File: config.mk
export PLATFORM = sky130hd
export DESIGN_NAME = mm_stream
export DESIGN_NICKNAME = d
export VERILOG_FILES = /design/src/rtl/mm_stream_pkg.sv /design/src/rtl/mm_dot_unit.sv /design/src/rtl/mm_stream.sv
export SDC_FILE = /design/constraint.sdc
export NUM_CORES = 1
export LEC_CHECK = 0
export ABC_CLOCK_PERIOD_IN_PS = 5900
export CORE_MARGIN = 8
export CORE_UTILIZATION = 42
export DETAILED_ROUTE_END_ITERATION = 7
export PLACE_DENSITY = 0.58
export SLEW_MARGIN = 15
export SYNTH_ARGS = -nofsm -noshare
export SYNTH_HDL_FRONTEND = slang
export SYNTH_SLANG_ARGS = --single-unit
File: constraint.sdc
create_clock -name clk -period 5.9 [get_ports clk]
set_input_delay 0.885 -clock clk [delete_from_list [all_inputs] [get_ports clk]]
set_output_delay 0.885 -clock clk [all_outputs]
set_load 0.01 [all_outputs]
File: src/rtl/mm_stream_pkg.sv
// Shared types and width helpers for the streaming matrix multiplier.
// Holds the FSM state enum and the index/result width derivations.
package mm_stream_pkg;

  typedef enum logic [2:0] {
    LOAD_A,
    LOAD_B,
    CHECK,
    COMPUTE,
    ERROR
  } state_t;

  function automatic int idx_w(input int md);
    return (md > 1) ? $clog2(md) : 1;
  endfunction

  function automatic int out_w(input int dw, input int md);
    return 2 * dw + idx_w(md);
  endfunction

endpackage

File: src/rtl/mm_dot_unit.sv
// Masked dot product: MAX_DIM multiplier lanes, product register, adder, sum register.
// Ports: clk, rst, i_en (shared stage enable), i_mask, i_a, i_b, o_sum. Macro: MM_UNSIGNED_EN.
module mm_dot_unit
  import mm_stream_pkg::*;
#(
  parameter int DATA_WIDTH = 8,
  parameter int MAX_DIM    = 4,
  parameter int OUT_WIDTH  = out_w(DATA_WIDTH, MAX_DIM)
) (
  input  logic                                 clk,
  input  logic                                 rst,
  input  logic                                 i_en,
  input  logic [MAX_DIM-1:0]                   i_mask,
  input  logic [MAX_DIM-1:0][DATA_WIDTH-1:0]   i_a,
  input  logic [MAX_DIM-1:0][DATA_WIDTH-1:0]   i_b,
  output logic [OUT_WIDTH-1:0]                 o_sum
);

  localparam int PW = 2 * DATA_WIDTH;
  localparam int XW = OUT_WIDTH - PW;

  logic [MAX_DIM-1:0][PW-1:0] w_prod;
  logic [MAX_DIM-1:0][PW-1:0] r_prod;
  logic [OUT_WIDTH-1:0]       w_sum;
  logic [OUT_WIDTH-1:0]       r_sum;

  always_comb begin
    for (int k = 0; k < MAX_DIM; k++) begin
      w_prod[k] = '0;
      if (i_mask[k]) begin
`ifdef MM_UNSIGNED_EN
        w_prod[k] = PW'(i_a[k]) * PW'(i_b[k]);
`else
        w_prod[k] = PW'($signed(i_a[k])) * PW'($signed(i_b[k]));
`endif
      end
    end
  end

  always_comb begin
    w_sum = '0;
    for (int k = 0; k < MAX_DIM; k++) begin
`ifdef MM_UNSIGNED_EN
      w_sum = w_sum + {{XW{1'b0}}, r_prod[k]};
`else
      w_sum = w_sum + {{XW{r_prod[k][PW-1]}}, r_prod[k]};
`endif
    end
  end

  always_ff @(posedge clk or posedge rst) begin
    if (rst) begin
      r_prod <= '0;
      r_sum  <= '0;
    end else if (i_en) begin
      r_prod <= w_prod;
      r_sum  <= w_sum;
    end
  end

  assign o_sum = r_sum;

endmodule

File: src/rtl/mm_stream.sv
// Streaming matrix multiplier C = A*B: loads A then B row-major, checks shapes, streams C.
// Ports: in_valid/in_data/col_end/row_end in, busy, out_* valid/ready stream. Macro: MM_UNSIGNED_EN.
module mm_stream
  import mm_stream_pkg::*;
#(
  parameter  int DATA_WIDTH = 8,
  parameter  int MAX_DIM    = 4,
  localparam int OUT_WIDTH  = out_w(DATA_WIDTH, MAX_DIM)
) (
  input  logic                  clk,
  input  logic                  rst,
  input  logic                  in_valid,
  input  logic [DATA_WIDTH-1:0] in_data,
  input  logic                  col_end,
  input  logic                  row_end,
  output logic                  busy,
  output logic                  out_valid,
  input  logic                  out_ready,
  output logic [OUT_WIDTH-1:0]  out_data,
  output logic                  is_legal,
  output logic                  change_row,
  output logic                  out_last
);

  localparam int IW = idx_w(MAX_DIM);
  localparam int CW = IW + 1;

  typedef logic [CW-1:0] cnt_t;
  localparam cnt_t MAXC = cnt_t'(MAX_DIM);
  localparam cnt_t ONE  = cnt_t'(1);

  state_t r_state;
  state_t w_next;

  cnt_t r_row;
  cnt_t r_col;
  cnt_t r_rows_a;
  cnt_t r_cols_a;
  cnt_t r_rows_b;
  cnt_t r_cols_b;
  logic r_err;

  logic [IW-1:0] r_i;
  logic [IW-1:0] r_j;
  logic          r_idone;

  logic r_v1;
  logic r_cr1;
  logic r_l1;
  logic r_v2;
  logic r_cr2;
  logic r_l2;

  logic [DATA_WIDTH-1:0] r_a [MAX_DIM][MAX_DIM];
  logic [DATA_WIDTH-1:0] r_b [MAX_DIM][MAX_DIM];

  logic w_load;
  logic w_acc;
  logic w_ce;
  logic w_inb;
  logic w_legal;
  logic w_err_st;
  logic w_en;
  logic w_issue;
  logic w_jlast;
  logic w_ilast;
  cnt_t w_width;
  cnt_t w_cols_cur;

  logic [MAX_DIM-1:0]                 w_mask;
  logic [MAX_DIM-1:0][DATA_WIDTH-1:0] w_avec;
  logic [MAX_DIM-1:0][DATA_WIDTH-1:0] w_bvec;
  logic [OUT_WIDTH-1:0]               w_sum;

  assign w_load     = (r_state == LOAD_A) || (r_state == LOAD_B);
  assign busy       = !w_load;
  assign w_acc      = in_valid && w_load;
  assign w_ce       = col_end || row_end;
  assign w_width    = r_col + ONE;
  assign w_cols_cur = (r_state == LOAD_B) ? r_cols_b : r_cols_a;
  // Out-of-range beats are flagged and never written to storage.
  assign w_inb      = (r_row < MAXC) && (r_col < MAXC);
  assign w_legal    = !r_err && (r_cols_a == r_rows_b);
  assign w_err_st   = (r_state == ERROR);

  assign out_valid  = r_v2 || w_err_st;
  assign w_en       = !out_valid || out_ready;
  assign w_jlast    = ({1'b0, r_j} + ONE) == r_cols_b;
  assign w_ilast    = ({1'b0, r_i} + ONE) == r_rows_a;
  assign w_issue    = (r_state == COMPUTE) && !r_idone && w_en;

  always_comb begin
    w_next = r_state;
    unique case (r_state)
      LOAD_A:  if (w_acc && row_end) w_next = LOAD_B;
      LOAD_B:  if (w_acc && row_end) w_next = CHECK;
      CHECK:   w_next = w_legal ? COMPUTE : ERROR;
      COMPUTE: if (r_v2 && r_l2 && out_ready) w_next = LOAD_A;
      ERROR:   if (out_ready) w_next = LOAD_A;
      default: w_next = LOAD_A;
    endcase
  end

  always_ff @(posedge clk or posedge rst) begin
    if (rst) begin
      r_state  <= LOAD_A;
      r_row    <= '0;
      r_col    <= '0;
      r_rows_a <= '0;
      r_cols_a <= '0;
      r_rows_b <= '0;
      r_cols_b <= '0;
      r_err    <= 1'b0;
      r_i      <= '0;
      r_j      <= '0;
      r_idone  <= 1'b0;
      r_v1     <= 1'b0;
      r_cr1    <= 1'b0;
      r_l1     <= 1'b0;
      r_v2     <= 1'b0;
      r_cr2    <= 1'b0;
      r_l2     <= 1'b0;
    end else begin
      r_state <= w_next;

      if (w_acc) begin
        if (!w_inb) r_err <= 1'b1;
        // The first row fixes the width; later rows must match it.
        if (w_ce) begin
          if (r_row == '0) begin
            if (r_state == LOAD_B) r_cols_b <= w_width;
            else                   r_cols_a <= w_width;
          end else if (w_width != w_cols_cur) begin
            r_err <= 1'b1;
          end
        end
        if (row_end) begin
          r_row <= '0;
          r_col <= '0;
          if (r_state == LOAD_B) r_rows_b <= r_row + ONE;
          else                   r_rows_a <= r_row + ONE;
        end else if (col_end) begin
          r_col <= '0;
          if (r_row < MAXC) r_row <= r_row + ONE;
        end else if (r_col < MAXC) begin
          r_col <= r_col + ONE;
        end
      end

      if (r_state == CHECK) begin
        r_err   <= 1'b0;
        r_i     <= '0;
        r_j     <= '0;
        r_idone <= 1'b0;
      end

      if (w_issue) begin
        if (w_jlast) begin
          r_j <= '0;
          if (w_ilast) r_idone <= 1'b1;
          else         r_i <= r_i + 1'b1;
        end else begin
          r_j <= r_j + 1'b1;
        end
      end

      // Flags travel with the data through the two dot-unit stages.
      if (w_en) begin
        r_v1  <= w_issue;
        r_cr1 <= w_jlast;
        r_l1  <= w_jlast && w_ilast;
        r_v2  <= r_v1;
        r_cr2 <= r_cr1;
        r_l2  <= r_l1;
      end
    end
  end

  always_ff @(posedge clk) begin
    if (w_acc && w_inb) begin
      if (r_state == LOAD_A) r_a[r_row[IW-1:0]][r_col[IW-1:0]] <= in_data;
      else                   r_b[r_row[IW-1:0]][r_col[IW-1:0]] <= in_data;
    end
  end

  // Lanes beyond A_cols are masked, so stale storage never contributes.
  always_comb begin
    for (int k = 0; k < MAX_DIM; k++) begin
      w_avec[k] = r_a[r_i][k];
      w_bvec[k] = r_b[k][r_j];
      w_mask[k] = cnt_t'(k) < r_cols_a;
    end
  end

  mm_dot_unit #(
    .DATA_WIDTH (DATA_WIDTH),
    .MAX_DIM    (MAX_DIM),
    .OUT_WIDTH  (OUT_WIDTH)
  ) u_dot (
    .clk    (clk),
    .rst    (rst),
    .i_en   (w_en),
    .i_mask (w_mask),
    .i_a    (w_avec),
    .i_b    (w_bvec),
    .o_sum  (w_sum)
  );

  assign out_data   = w_err_st ? '0 : w_sum;
  assign is_legal   = !w_err_st;
  assign change_row = r_v2 && r_cr2 && !w_err_st;
  assign out_last   = (r_v2 && r_l2) || w_err_st;

endmodule
=== Word level (Yosys, flattened, before mapping) ===
Memories as Yosys holds them, arrays and structs flattened.
Cells that the tools add are included.

* Register bits: 115
* Bits in writable memories: 256
* Input port bits: 14
* Output and inout bits: 23
* Memories kept: 2

* Add/subtract/negate cells: 9
* Multipliers: 4
* Magnitude comparators: 9
* Eq/ne operators: 12
* Mux-type cells: 55
* Bitwise operators: 3
* Reductions and logical operators: 37

{| class="wikitable"
|+ Memory list
! name !! depth !! bits a word !! read ports !! clocked after Yosys merged registers in !! write ports !! line !! text
|-
| r_a || 4 || 32 || 1 || 0 || 1 || mm_stream.sv:54 || <nowiki>logic [DATA_WIDTH-1:0] r_a [MAX_DIM][MAX_DIM];</nowiki>
|-
| r_b || 4 || 32 || 4 || 0 || 1 || mm_stream.sv:55 || <nowiki>logic [DATA_WIDTH-1:0] r_b [MAX_DIM][MAX_DIM];</nowiki>
|}

{| class="wikitable"
|+ Operators with widths
! cell !! number
|-
| $mux W8 || 9
|-
| $bmux W8 S2 || 4
|-
| $mul A8 B8 Y16 || 4
|-
| $mux W16 || 4
|-
| $mux W32 || 2
|-
| $add A18 B18 Y18 || 2
|-
| $mux W3 || 12
|-
| $mux W18 || 1
|-
| $add A16 B16 Y17 || 1
|-
| $demux W8 S2 || 1
|-
| $pmux W3 S5 || 1
|-
| $mux W1 || 14
|-
| $mux W2 || 7
|-
| $logic_and A1 B1 Y1 || 13
|-
| $reduce_and A4 Y1 || 3
|-
| $eq A3 B3 Y1 || 3
|-
| $reduce_and A3 Y1 || 3
|-
| $reduce_bool A2 Y1 || 4
|-
| $add A2 B1 Y3 const B || 2
|-
| $add A3 B1 Y3 const B || 2
|-
| $eq A3 B2 Y1 const B || 2
|-
| $ge A3 B3 Y1 const B || 2
|-
| $logic_not A3 Y1 || 2
|-
| $lt A1 B3 Y1 const A || 2
|-
| other kinds (15) || 29
|}

=== Depth between registers and ports, before layout ===
* Depth after elaboration: 8
* Gate-level depth with buffers: 22
* Gate-level depth less buffers: 20

=== By module ===
Synthesis repeated with hierarchy kept, for this count alone.

* Cells, all modules: 2,088
* Area total of the unflattened synthesis: 25,767.2 um2

{| class="wikitable"
|+ By module, submodules not included
! module !! instances !! cells an instance !! area each (um2) !! seq. area each (um2)
|-
| mm_dot_unit || 1 || 1,521 || 14,390.1 || 2,052.0
|-
| mm_stream || 1 || 567 || 11,377.2 || 8,513.2
|}

=== Worst setup path after synthesis ===
OpenSTA, ideal clock, no wires.

* Kind: register to register
* Start point: reg r_i[1]
* End point: reg u_dot.r_prod[30] (netlist bit)
* Library setup time: 0.127 ns
* Arrival time: 5.180 ns
* Required time: 5.773 ns
* Setup slack: 0.593 ns
* Cell stages (with the launch flop): 19
* Period minus slack after synthesis: 5.307 ns
* Cells stage by stage: dfrtp_1 > clkbuf_1 > clkbuf_1 > mux4_2 > or2_2 > fa_1 > fa_1 > inv_1 > fa_1 > inv_1 > fa_1 > inv_1 > ha_1 > a21o_1 > a211oi_1 > o21bai_1 > a31oi_1 > mux2i_1 > nand3_1

* Cells in the longest elaborated chain, start to end: 3

{| class="wikitable"
|+ RTL lines
! item !! line !! text
|-
| start, declared || mm_stream.sv:43 || <nowiki>logic [IW-1:0] r_i;</nowiki>
|-
| start signal, assigned || mm_stream.sv:161 || <nowiki>else r_i <= r_i + 1'b1;</nowiki>
|-
| $mem_v2 Z4 W32 || - ||
|-
| $mul A8 B8 Y16 || mm_dot_unit.sv:34 || <nowiki>w_prod[k] = PW'($signed(i_a[k])) * PW'($signed(i_b[k]));</nowiki>
|-
| $mux W16 || mm_dot_unit.sv:30 || <nowiki>if (i_mask[k]) begin</nowiki>
|-
| end signal, assigned || mm_dot_unit.sv:56 || <nowiki>r_prod <= w_prod;</nowiki>
|-
| end, declared || mm_dot_unit.sv:23 || <nowiki>logic [MAX_DIM-1:0][PW-1:0] r_prod;</nowiki>
|}

Every way passes these cells.
A chain may end at the register's enable or synchronous reset.

=== Worst setup path in the final report ===
* Start point: reg r_j[1]
* End point: reg u_dot.r_prod[30] (netlist bit)

* Cells in the longest elaborated chain, start to end: 6

{| class="wikitable"
|+ RTL lines
! item !! line !! text
|-
| start, declared || mm_stream.sv:44 || <nowiki>logic [IW-1:0] r_j;</nowiki>
|-
| start signal, assigned || mm_stream.sv:163 || <nowiki>r_j <= r_j + 1'b1;</nowiki>
|-
| $not A2 Y3 (not written as such) || mm_stream.sv:190 || <nowiki>w_bvec[k] = r_b[k][r_j];</nowiki>
|-
| $bmux W8 S2 || mm_stream.sv:190 ||
|-
| $mux W8 (not written as such) (2 in a row) || mm_stream.sv:190 ||
|-
| $mul A8 B8 Y16 || mm_dot_unit.sv:34 ||
|-
| $mux W16 || mm_dot_unit.sv:30 ||
|}

Every way passes these cells. The select of a mux whose other input is x is not followed.

==> impl.org <==
** Placement
- At the end of routability-driven placement, the weighted congestion stood at 0.876.
- IO buf count :: 36
- Cell count after placement :: ~3100
- DP Wirelength :: between 40000 and 50000 um

** Yosys
- In this run, synthesis inferred around 260 flip-flops with an integrated enable.
- Synthesis produced 2241 cells.
- Post-Synthesis Net Count :: between 2000 and 3000
- For this run, the register share of the synthesized area comes to 0.402.
- Number of different library cells in the post-synthesis netlist :: 70
- Synthesized area :: 0.0263 mm^2
- The synthesized design contains about 370 register bits.
- Yosys warning total :: 0
- Main synth FF type :: edfxtp_1
- Syn avg cell area :: 11.7 um^2
- Fraction of registers with async set or reset after synthesis :: 0.310

** Critical path
- The startpoint identified for the worst register-to-register timing path is r_j[1]$_DFFE_PP0P_.
- Crit path DAT :: 5.96 ns
- Worst setup SP type :: flip-flop
- Timing startpoint of the critical path :: r_j[1]$_DFFE_PP0P_
- Sort of element at the end of the critical path :: flip-flop
- R2R Setup Slk :: 0.38 ns
- The worst setup path is of the flip-flop to flip-flop kind.
- Crit path required time :: 6.35 ns
- In this run the worst path has a maximum fanout of 11.

** Floorplanning
- Initial core utilization :: 0.425
- The die covers 0.0708 mm^2.
- Number of top-level design ports :: 37
- In this run the horizontal extent of the chip is 266 um.
- Site row count :: 91
- Core Footprint :: 0.0618 mm^2
- From bottom edge to top edge, the die measures between 200 and 300 um.

** Detailed routing
- The final route contains 15848 vias.
- For this run, the detailed router's first-pass iteration total came to 4.
- In the routed design, unresolved DRC markers number 0.
- For this block, the initial DRC count from the detailed router was 870.
- Final ANT Viol Nets :: 0
- The final layout contains routed wiring with a total length of 58200 um.
- After detailed routing, the number of vias per cell comes to between 4 and 5.
- After detailed routing, the average wire length per cell comes to 18.3 um.

** Clock tree
- CTS clock-pin slew for the worst setup and hold paths :: 0.06 ns
- Cts bufs inserted :: 43
- Once the clock tree was built, the resizer swapped 0 gates to a different size.
- TritonCTS built the clock tree.
- Buffers added to address setup during post-CTS repair amount to 0.
- The number of hold buffers added after CTS was 0.
- The cell sitting at the root of the clock tree is a clkbuf_16.
- Clock latency on the worst-skew pair, taken at its later pin, is 0.57 ns.
- Counting every sink on the clock net gives 371.
- In this run the deepest clock path goes through 3 buffers.
- Htree depth :: 2

** Layout
- From synthesis to final layout, the design area changed by 11.6%.
- Fraction of final layout cells sized beyond drive strength 1 :: 0.0848
- Net count, final :: 2713
- Number of cells in the finished layout apart from fillers :: 3174
- Fillcell total :: 5524

** Global route
- GR Util All Layers :: 0.167
- Entering global routing, the biggest net connects between 70 and 80 pins.
- First-pass GRT wire length :: 93600 um
- The initial antenna violation count was 0.
- Number of global-route vias before repair :: 16765
- Gr ovfl total :: 0

** Job
- Max Cap Viol :: 0

** STA
- The max-slew violation total from the final report is 0.
- The worst pin sits at a relative slew slack of 0.314.
- Derived from the worst setup path, the maximum achievable clock frequency is 181 MHz.
- Clk_skew :: 0.0210 ns
- At the pin with the least slew margin, the transition time is 1.03 ns.
- Tcrit/Tclk final :: 0.935
- Final Setup Violations :: 0
- Setup repair after global routing left no endpoint under its margin.
- Final Hold Vio Count :: 0
- Counting I/O delays and the setup requirement, the final critical path takes 5.52 ns.
- For the final routed database, the setup TNS stands at 0 ns.

** Run status
- The flow ran to the end, and the final reports show no timing, DRC or antenna violations.

** Hold path
- The tightest min-delay check is of the flip-flop to flip-flop type.
- The startpoint identified for the worst hold timing path is u_dot.o_sum[0]$_DFFE_PP0N_.
[per-stage QoR]
stage | utilization | setup slack (ns) | hold WS, ns | cell area [um^2]
after global placement | 0.448 | 0.413 | 0.446 | 27700
after detailed placement | 0.448 | 0.372 | 0.450 | 27700
after floorplan | - | 0.593 | 0.430 | 26300
final | 0.474 | 0.384 | 0.458 | 29300
after global routing | 0.474 | 0.0627 | 0.477 | 29300
after CTS | 0.474 | 0.348 | 0.464 | 29300
[logic make-up (layout without fill, tap and decap cells)]
logic type	Yosys count	count (layout)	synth area share
mux	82	82	0.0604
buf+inv	473	568	0.0694
flops	371	371	0.402
xor+xnor	98	98	0.0327
fa+ha+maj	397	397	0.257
other cells	0	1	0
compound gates	295	295	0.0727
simple gates	525	525	0.105
[worst paths after layout]
kind                                                endpoint  depth (start not counted)
max in group asynchronous                 r_j[0]$_DFFE_PP0P_                          3
worst min-delay path              u_dot.o_sum[0]$_DFFE_PP0N_                          2
worst max register to register  u_dot.r_prod[30]$_DFFE_PP0N_                         18
worst min register to register    u_dot.o_sum[0]$_DFFE_PP0N_                          2
min in group asynchronous         u_dot.o_sum[1]$_DFFE_PP0N_                          2
worst max-delay path            u_dot.r_prod[30]$_DFFE_PP0N_                         18
[worst max-delay path: stages, from the launching register on]
cell and delay, ns:
dfrtp_1 0.68, buf_4 0.32, mux4_2 0.41, and2_1 0.19, fa_1 0.53, inv_1 0.06
fa_1 0.49, inv_1 0.06, fa_1 0.52, inv_1 0.05, fa_1 0.53, inv_1 0.04
ha_1 0.32, a21o_1 0.21, a211oi_1 0.31, o21bai_1 0.16, a31oi_1 0.22, mux2i_1 0.21
nand3_1 0.08
[layout make-up]
type	instances	area [um^2]	share of cell area
Clock inverter	27	432	0.0147
Multi-Input combinational cell	1397	13900	0.474
Antenna cell	1	2.50	0.0000854
Inverter	424	1590	0.0544
Tap cell	837	1050	0.0357
Sequential cell	371	10600	0.360
Timing Repair Buffer	65	623	0.0213
Clock buffer	52	1150	0.0393
[layout by cell type, fill, tap and decap left out, drive strengths merged, types with 10 or more instances in the layout]
cell type / count
inv: 429
o21ai: 96
fa: 239
nand2: 145
clkbuf: 52
xor2: 36
o21a: 22
ha: 158
and3: 41
clkdlybuf4s50: 35
mux2: 13
dfrtp: 115
edfxtp: 256
buf: 30
nor2: 60
bufinv: 10
mux4: 60
a22o: 12
xnor2: 62
nand3: 32
a21o: 27
a21oi: 61
a211oi: 13
clkinv: 10
o21bai: 15
and2: 192
[sequential cells by signal (all words and copies together), names as in the netlist, 2 cells and up]
signal	cells
r_a	128
r_b	128
u_dot.r_prod	64
u_dot.o_sum	18
r_col	3
r_cols_a	3
r_cols_b	3
r_row	3
r_rows_a	3
r_rows_b	3
r_state	3
r_i	2
r_j	2
[cell usage after synthesis (all sizes together), types with 23 or more instances]
library cell,n,area share
o21ai,96,0.019
fa,239,0.18
buf,23,0.0050
nor2,60,0.0087
edfxtp,256,0.29
nand3,32,0.0061
ha,158,0.075
a21o,27,0.0077
and3,41,0.0098
xnor2,62,0.021
and2,192,0.046
nand2,145,0.021
dfrtp,115,0.11
clkbuf,26,0.0038
mux4,60,0.051
xor2,36,0.012
inv,424,0.061
a21oi,61,0.012
[layer usage]
metal  track usage  vias up  routed length [um]
met5             0        -                   0
met4        0.0506        0                1580
met3        0.0270       74                3000
met2         0.264      302               25900
met1         0.236     7891               27800
li1              -     7581                   -
Power is left out: the tool's default activity adds up to more than one toggle a clock period on the data nets, which glitch-free logic cannot reach.
